===== config.mk =====
export PLATFORM = sky130hd
export DESIGN_NAME = imm_gen_pipe
export DESIGN_NICKNAME = d
export VERILOG_FILES = /design/src/rtl/imm_pkg.sv /design/src/rtl/imm_decode.sv /design/src/rtl/imm_gen_pipe.sv
export SDC_FILE = /design/constraint.sdc
export NUM_CORES = 1
export LEC_CHECK = 0
export CORE_MARGIN = 2
export CORE_UTILIZATION = 53
export CTS_BUF_LIST = sky130_fd_sc_hd__clkbuf_2
export DETAILED_ROUTE_END_ITERATION = 16
export MAX_ROUTING_LAYER = met4
export PLACE_DENSITY = 0.93
export SYNTH_ARGS = -nofsm -noshare
export SYNTH_HDL_FRONTEND = slang
export SYNTH_SLANG_ARGS = --single-unit

===== constraint.sdc =====
create_clock -name i_clk -period 7.05 [get_ports i_clk]
set_input_delay 1.41 -clock i_clk [delete_from_list [all_inputs] [get_ports i_clk]]
set_output_delay 1.41 -clock i_clk [all_outputs]
set_load 0.1 [all_outputs]

===== src/rtl/imm_pkg.sv =====
// Shared opcode constants and immediate format encoding for the immediate generator.
package imm_pkg;

    localparam logic [6:0] OP_LOAD   = 7'b0000011;
    localparam logic [6:0] OP_IMM    = 7'b0010011;
    localparam logic [6:0] OP_IMM32  = 7'b0011011;
    localparam logic [6:0] OP_JALR   = 7'b1100111;
    localparam logic [6:0] OP_SYSTEM = 7'b1110011;
    localparam logic [6:0] OP_STORE  = 7'b0100011;
    localparam logic [6:0] OP_BRANCH = 7'b1100011;
    localparam logic [6:0] OP_LUI    = 7'b0110111;
    localparam logic [6:0] OP_AUIPC  = 7'b0010111;
    localparam logic [6:0] OP_JAL    = 7'b1101111;
    localparam logic [6:0] OP_OP     = 7'b0110011;
    localparam logic [6:0] OP_OP32   = 7'b0111011;
    localparam logic [6:0] OP_FENCE  = 7'b0001111;

    typedef enum logic [2:0] {
        FMT_NONE = 3'd0,
        FMT_I    = 3'd1,
        FMT_S    = 3'd2,
        FMT_B    = 3'd3,
        FMT_U    = 3'd4,
        FMT_J    = 3'd5
    } imm_fmt_e;

endpackage


===== src/rtl/imm_decode.sv =====
// Combinational RISC-V immediate decoder: instruction word -> sign-extended immediate and format.
// The illegal_o port exists only when IMMGEN_ILLEGAL_EN is defined.
module imm_decode
    import imm_pkg::*;
#(
    parameter int XLEN = 64
) (
    input  logic [31:0]     inst_i,
    output logic [XLEN-1:0] imm_o,
    output imm_fmt_e        fmt_o
`ifdef IMMGEN_ILLEGAL_EN
    ,
    output logic            illegal_o
`endif
);

    logic [31:0] imm32;

    always_comb begin
        fmt_o = FMT_NONE;
`ifdef IMMGEN_ILLEGAL_EN
        illegal_o = 1'b0;
`endif
        case (inst_i[6:0])
            OP_LOAD, OP_IMM, OP_IMM32, OP_JALR, OP_SYSTEM: fmt_o = FMT_I;
            OP_STORE:                                      fmt_o = FMT_S;
            OP_BRANCH:                                     fmt_o = FMT_B;
            OP_LUI, OP_AUIPC:                              fmt_o = FMT_U;
            OP_JAL:                                        fmt_o = FMT_J;
            OP_OP, OP_OP32, OP_FENCE:                      fmt_o = FMT_NONE;
            default: begin
                fmt_o = FMT_NONE;
`ifdef IMMGEN_ILLEGAL_EN
                illegal_o = 1'b1;
`endif
            end
        endcase
    end

    // Fields are assembled already sign-extended to 32 bits; bit 31 is inst[31] for every format.
    always_comb begin
        imm32 = '0;
        case (fmt_o)
            FMT_I: imm32 = {{20{inst_i[31]}}, inst_i[31:20]};
            FMT_S: imm32 = {{20{inst_i[31]}}, inst_i[31:25], inst_i[11:7]};
            FMT_B: imm32 = {{19{inst_i[31]}}, inst_i[31], inst_i[7], inst_i[30:25],
                            inst_i[11:8], 1'b0};
            FMT_U: imm32 = {inst_i[31:12], 12'b0};
            FMT_J: imm32 = {{11{inst_i[31]}}, inst_i[31], inst_i[19:12], inst_i[20],
                            inst_i[30:21], 1'b0};
            default: imm32 = '0;
        endcase
        imm_o       = {XLEN{imm32[31]}};
        imm_o[31:0] = imm32;
    end

endmodule


===== src/rtl/imm_gen_pipe.sv =====
// Pipelined immediate generator: one decoder feeding a DEPTH-entry result FIFO with valid/ready.
// Optional per-entry illegal-opcode flag on o_err when IMMGEN_ILLEGAL_EN is defined.
module imm_gen_pipe
    import imm_pkg::*;
#(
    parameter int XLEN  = 64,
    parameter int DEPTH = 2,
    parameter int TAG_W = 8
) (
    input  logic             i_clk,
    input  logic             i_rst_n,
    input  logic             i_valid,
    output logic             o_ready,
    input  logic [31:0]      i_inst,
    input  logic [TAG_W-1:0] i_tag,
    output logic             o_valid,
    input  logic             i_ready,
    output logic [XLEN-1:0]  o_imm,
    output logic [2:0]       o_fmt,
    output logic [TAG_W-1:0] o_tag,
    output logic             o_err
);

    localparam int PTR_W = (DEPTH > 1) ? $clog2(DEPTH) : 1;
    localparam int CNT_W = $clog2(DEPTH + 1);

    if (!(XLEN == 32 || XLEN == 64)) begin : g_bad_xlen
        $error("imm_gen_pipe: XLEN must be 32 or 64");
    end
    if (DEPTH < 1) begin : g_bad_depth
        $error("imm_gen_pipe: DEPTH must be at least 1");
    end

    logic [XLEN-1:0]  dec_imm;
    imm_fmt_e         dec_fmt;

    logic [XLEN-1:0]  imm_mem_q [DEPTH];
    imm_fmt_e         fmt_mem_q [DEPTH];
    logic [TAG_W-1:0] tag_mem_q [DEPTH];

    logic [PTR_W-1:0] wr_ptr_q, rd_ptr_q;
    logic [CNT_W-1:0] count_q, count_d;
    logic             ready_q;
    logic             push, pop;

`ifdef IMMGEN_ILLEGAL_EN
    logic             dec_illegal;
    logic             err_mem_q [DEPTH];
`endif

    imm_decode #(
        .XLEN(XLEN)
    ) u_decode (
        .inst_i    (i_inst),
        .imm_o     (dec_imm),
        .fmt_o     (dec_fmt)
`ifdef IMMGEN_ILLEGAL_EN
        ,
        .illegal_o (dec_illegal)
`endif
    );

    function automatic logic [PTR_W-1:0] ptr_inc(input logic [PTR_W-1:0] p);
        return (p == PTR_W'(DEPTH - 1)) ? '0 : p + PTR_W'(1);
    endfunction

    assign push = i_valid && ready_q;
    assign pop  = o_valid && i_ready;

    always_comb begin
        count_d = count_q;
        if (push && !pop)
            count_d = count_q + CNT_W'(1);
        else if (pop && !push)
            count_d = count_q - CNT_W'(1);
    end

    // ready is registered from the next count, so a pop while full reopens it one cycle later.
    always_ff @(posedge i_clk or negedge i_rst_n) begin
        if (!i_rst_n) begin
            count_q  <= '0;
            wr_ptr_q <= '0;
            rd_ptr_q <= '0;
            ready_q  <= 1'b1;
        end else begin
            count_q <= count_d;
            ready_q <= (count_d < CNT_W'(DEPTH));
            if (push)
                wr_ptr_q <= ptr_inc(wr_ptr_q);
            if (pop)
                rd_ptr_q <= ptr_inc(rd_ptr_q);
        end
    end

    always_ff @(posedge i_clk) begin
        if (push) begin
            imm_mem_q[wr_ptr_q] <= dec_imm;
            fmt_mem_q[wr_ptr_q] <= dec_fmt;
            tag_mem_q[wr_ptr_q] <= i_tag;
`ifdef IMMGEN_ILLEGAL_EN
            err_mem_q[wr_ptr_q] <= dec_illegal;
`endif
        end
    end

    // Storage is not reset; outputs are masked so an empty FIFO always presents zeros.
    assign o_ready = ready_q;
    assign o_valid = (count_q != '0);
    assign o_imm   = o_valid ? imm_mem_q[rd_ptr_q] : '0;
    assign o_fmt   = o_valid ? fmt_mem_q[rd_ptr_q] : FMT_NONE;
    assign o_tag   = o_valid ? tag_mem_q[rd_ptr_q] : '0;
`ifdef IMMGEN_ILLEGAL_EN
    assign o_err   = o_valid ? err_mem_q[rd_ptr_q] : 1'b0;
`else
    assign o_err   = 1'b0;
`endif

endmodule

==> out/metrics.cfg <==
[status]
status=finished clean

[timing]
fin_crit_ns=5.12
max_slew.worst_pin.slew_ns=1.03
fmax_ghz=0.195
whs_ns=0.541
final_min_period_over_clock_period=0.727
timing.final.setup_violations=0
hold_viol_final=0
headroom_to_the_max_slew_limit=0.309
grt_setup_unrepaired=false
timing.clock.skew_ns=0.0277
fin_tns_setup_ns=0
fin_ws_ns=1.93
slew_violations=0

[grt]
grt_start_max_net_pins=45
grt_overflow=0
antenna_found_initial=1
grt_util_all_layers=0.202
wire_length_of_the_first_global_routing_pass_um=13000
first_global_vias=2698

[synthesis]
postSynthRegisterBits=91
yosys.area_share.simple=0.0988
yosysSeqAreaShare=0.631
yosys-top-cells-area=edfxtp_1 60%, mux2i_1 10%, buf_4 5.9%
synth_compound_area_frac=0.0752
synthesis.yosys.warnings=0
netlist.top_cell.by_area=edfxtp_1
synth-edff-count=86
synthMuxAreaShare=0.100
syn_area_um2=4290
average_cell_area_after_synthesis_um2=13.1
synth_top_family_by_area=multiplexers
yosys.cell_types.count=44
synth-main-ff-cell=edfxtp_1
asyncSetResetFlopFracSynth=0.0549
syn-num-nets=374
synthAdderAreaFrac=0.00875
proportion_of_netlist_area_held_by_the_largest_area_contributor=0.602
synthesis.instances=327
post_synth_xor_area_fraction=0.00408

[clocking]
cts-root-buf=clkbuf_2
cts_hold_buffers=0
total_number_of_h_tree_levels=3
clock_sink_count=91
ctsLongestPathBuffers=2
worst_setup_hold_path_clk_slew_ns=0.24
clkLatencyLatePin_ns=0.54
cts_tree=yes
gates_resized_cts_repair=0
post_cts_repair_timing_setup_buffer_count=0
tritoncts.num_buffers=9

[floorplan]
core-area_um2=7770
number_of_cell_rows=32
floorplan.die.width_um=94.0
floorplan.die.height_um=94.0
initial_core_util=0.553
die_area_um2=8830
io_pins=122

[routing]
drt_pre_antenna_iters=4
routed_via_density=5.47
drc_errors=0
routed-via-count=2843
detailedRoute.firstIterationViolations=177
drtAntennaViolNets=0
routed_wl_um=8890
average_routed_wire_per_standard_cell_um=17.1

[setup_path]
critical_path.reg2reg.startpoint=count_q[0]$_DFFE_PN0P_
worst_setup_path_end_kind=primary output
reg2reg_setup_slack_ns=4.69
start_kind=flop
regToRegEndpoint=count_q[1]$_DFF_PN0_
timing.critical_path.to=o_imm[53]
worstPathMaxFanout=44
r2r_cells=10
setup.worst_path.class=reg2out
cp_data_arrival_time_ns=3.71
timing.critical_path.required_ns=5.64
worst_setup_path_startpoint=count_q[0]$_DFFE_PN0P_

[place]
routabilityCongestion=0.883
dp_slack_ns=2.49
place.detailed.hpwl_um=5980
io_buffer_count=120

[cells_and_area]
syn_to_final_growth_pct=27.8
nFillCells=525
regArea_um2=2710
drive_above_1_share=0.101
multiInputGateArea_um2=1250
num-nets-final=460

[run]
max_cap_violations=0

[min_path]
timing.hold.worst_path_depth=1
min_path_type=reg2reg

worst min path at each step:
stage,end,startpoint,slack (ns)
global route,count_q[0]$_DFFE_PN0P_,count_q[0]$_DFFE_PN0P_,0.58
global placement,count_q[0]$_DFFE_PN0P_,count_q[0]$_DFFE_PN0P_,0.48
floorplan,wr_ptr_q$_DFFE_PN0P_,wr_ptr_q$_DFFE_PN0P_,0.46
detailed placement,count_q[0]$_DFFE_PN0P_,count_q[0]$_DFFE_PN0P_,0.50
finish,count_q[0]$_DFFE_PN0P_,count_q[0]$_DFFE_PN0P_,0.54
CTS,count_q[0]$_DFFE_PN0P_,count_q[0]$_DFFE_PN0P_,0.54
area by class of cell:
cell class,instances,area share
clock buffers,10,0.00912
diodes,1,0.000456
multi-input cells,182,0.228
flip-flops and latches,91,0.494
repair buffers,122,0.222
inverters,7,0.00479
clock inverters,5,0.0187
well taps,102,0.0233
cell usage in the layout (no fill, tap or decap), types with 2 or more instances in the layout:
| cell type | Yosys | routed |
|---|---|---|
| clkdlybuf4s50_1 | 0 | 120 |
| clkbuf_2 | 1 | 10 |
| inv_1 | 6 | 6 |
| a21o_2 | 11 | 11 |
| a21o_1 | 13 | 13 |
| nor2b_1 | 2 | 2 |
| bufinv_16 | 0 | 3 |
| ha_1 | 3 | 2 |
| dfrtp_1 | 4 | 3 |
| mux2i_1 | 43 | 43 |
| nand3_1 | 4 | 4 |
| buf_4 | 34 | 2 |
| nor2_1 | 49 | 47 |
| edfxtp_1 | 86 | 86 |
| nand4b_1 | 3 | 3 |
| o21ai_0 | 8 | 8 |
| nand2_1 | 15 | 15 |
| a21oi_2 | 2 | 2 |
| and2_1 | 6 | 6 |
kinds of logic (layout without fill, tap and decap cells):
kind of cell    Yosys count  after routing
flops                    91             91
buf+inv                  54            144
mux                      43             43
other cells               1              2
simple gates             91             91
fa+ha+maj                 3              3
xor+xnor                  2              2
compound gates           42             42
worst max-delay path, cell delays in order, from the launching register on:
cell	delay, ns
dfrtp_1	0.42
inv_1	0.06
ha_2	0.46
nor2_2	0.91
clkdlybuf4s50_1	1.31
state kept, by name, indices dropped and copies added, names as in the netlist:
name	cells
imm_mem_q	64
tag_mem_q	16
fmt_mem_q	6
count_q	2
o_ready	1
rd_ptr_q	1
wr_ptr_q	1
through the flow:
stage | instance area (um^2) | utilization | instances
floorplan | 4290 | - | 327
finish | 5490 | 0.706 | 520
detailed placement | 5330 | 0.686 | 504
global route | 5490 | 0.706 | 520
CTS | 5480 | 0.706 | 519
global placement | 5330 | 0.686 | 504
synthesized netlist by cell type (2+ instances only):
cell type	n
edfxtp_1	86
nor2_1	49
mux2i_1	43
buf_4	34
nand2_1	15
a21o_1	13
a21o_2	11
o21ai_0	8
and2_1	6
buf_2	6
inv_1	6
clkbuf_1	5
dfrtp_1	4
nand3_1	4
ha_1	3
nand4b_1	3
a21oi_2	2
and3_1	2
nor2b_1	2
layer usage:
metal	vias to the layer above	track usage	share of wire
li1	1305	-	-
met1	1354	0.227	0.39
met2	154	0.340	0.50
met3	30	0.0546	0.072
met4	0	0.0894	0.032
met5	-	-	0
Power is left out: the tool's default activity adds up to more than one toggle a clock period on the data nets, which glitch-free logic cannot reach.
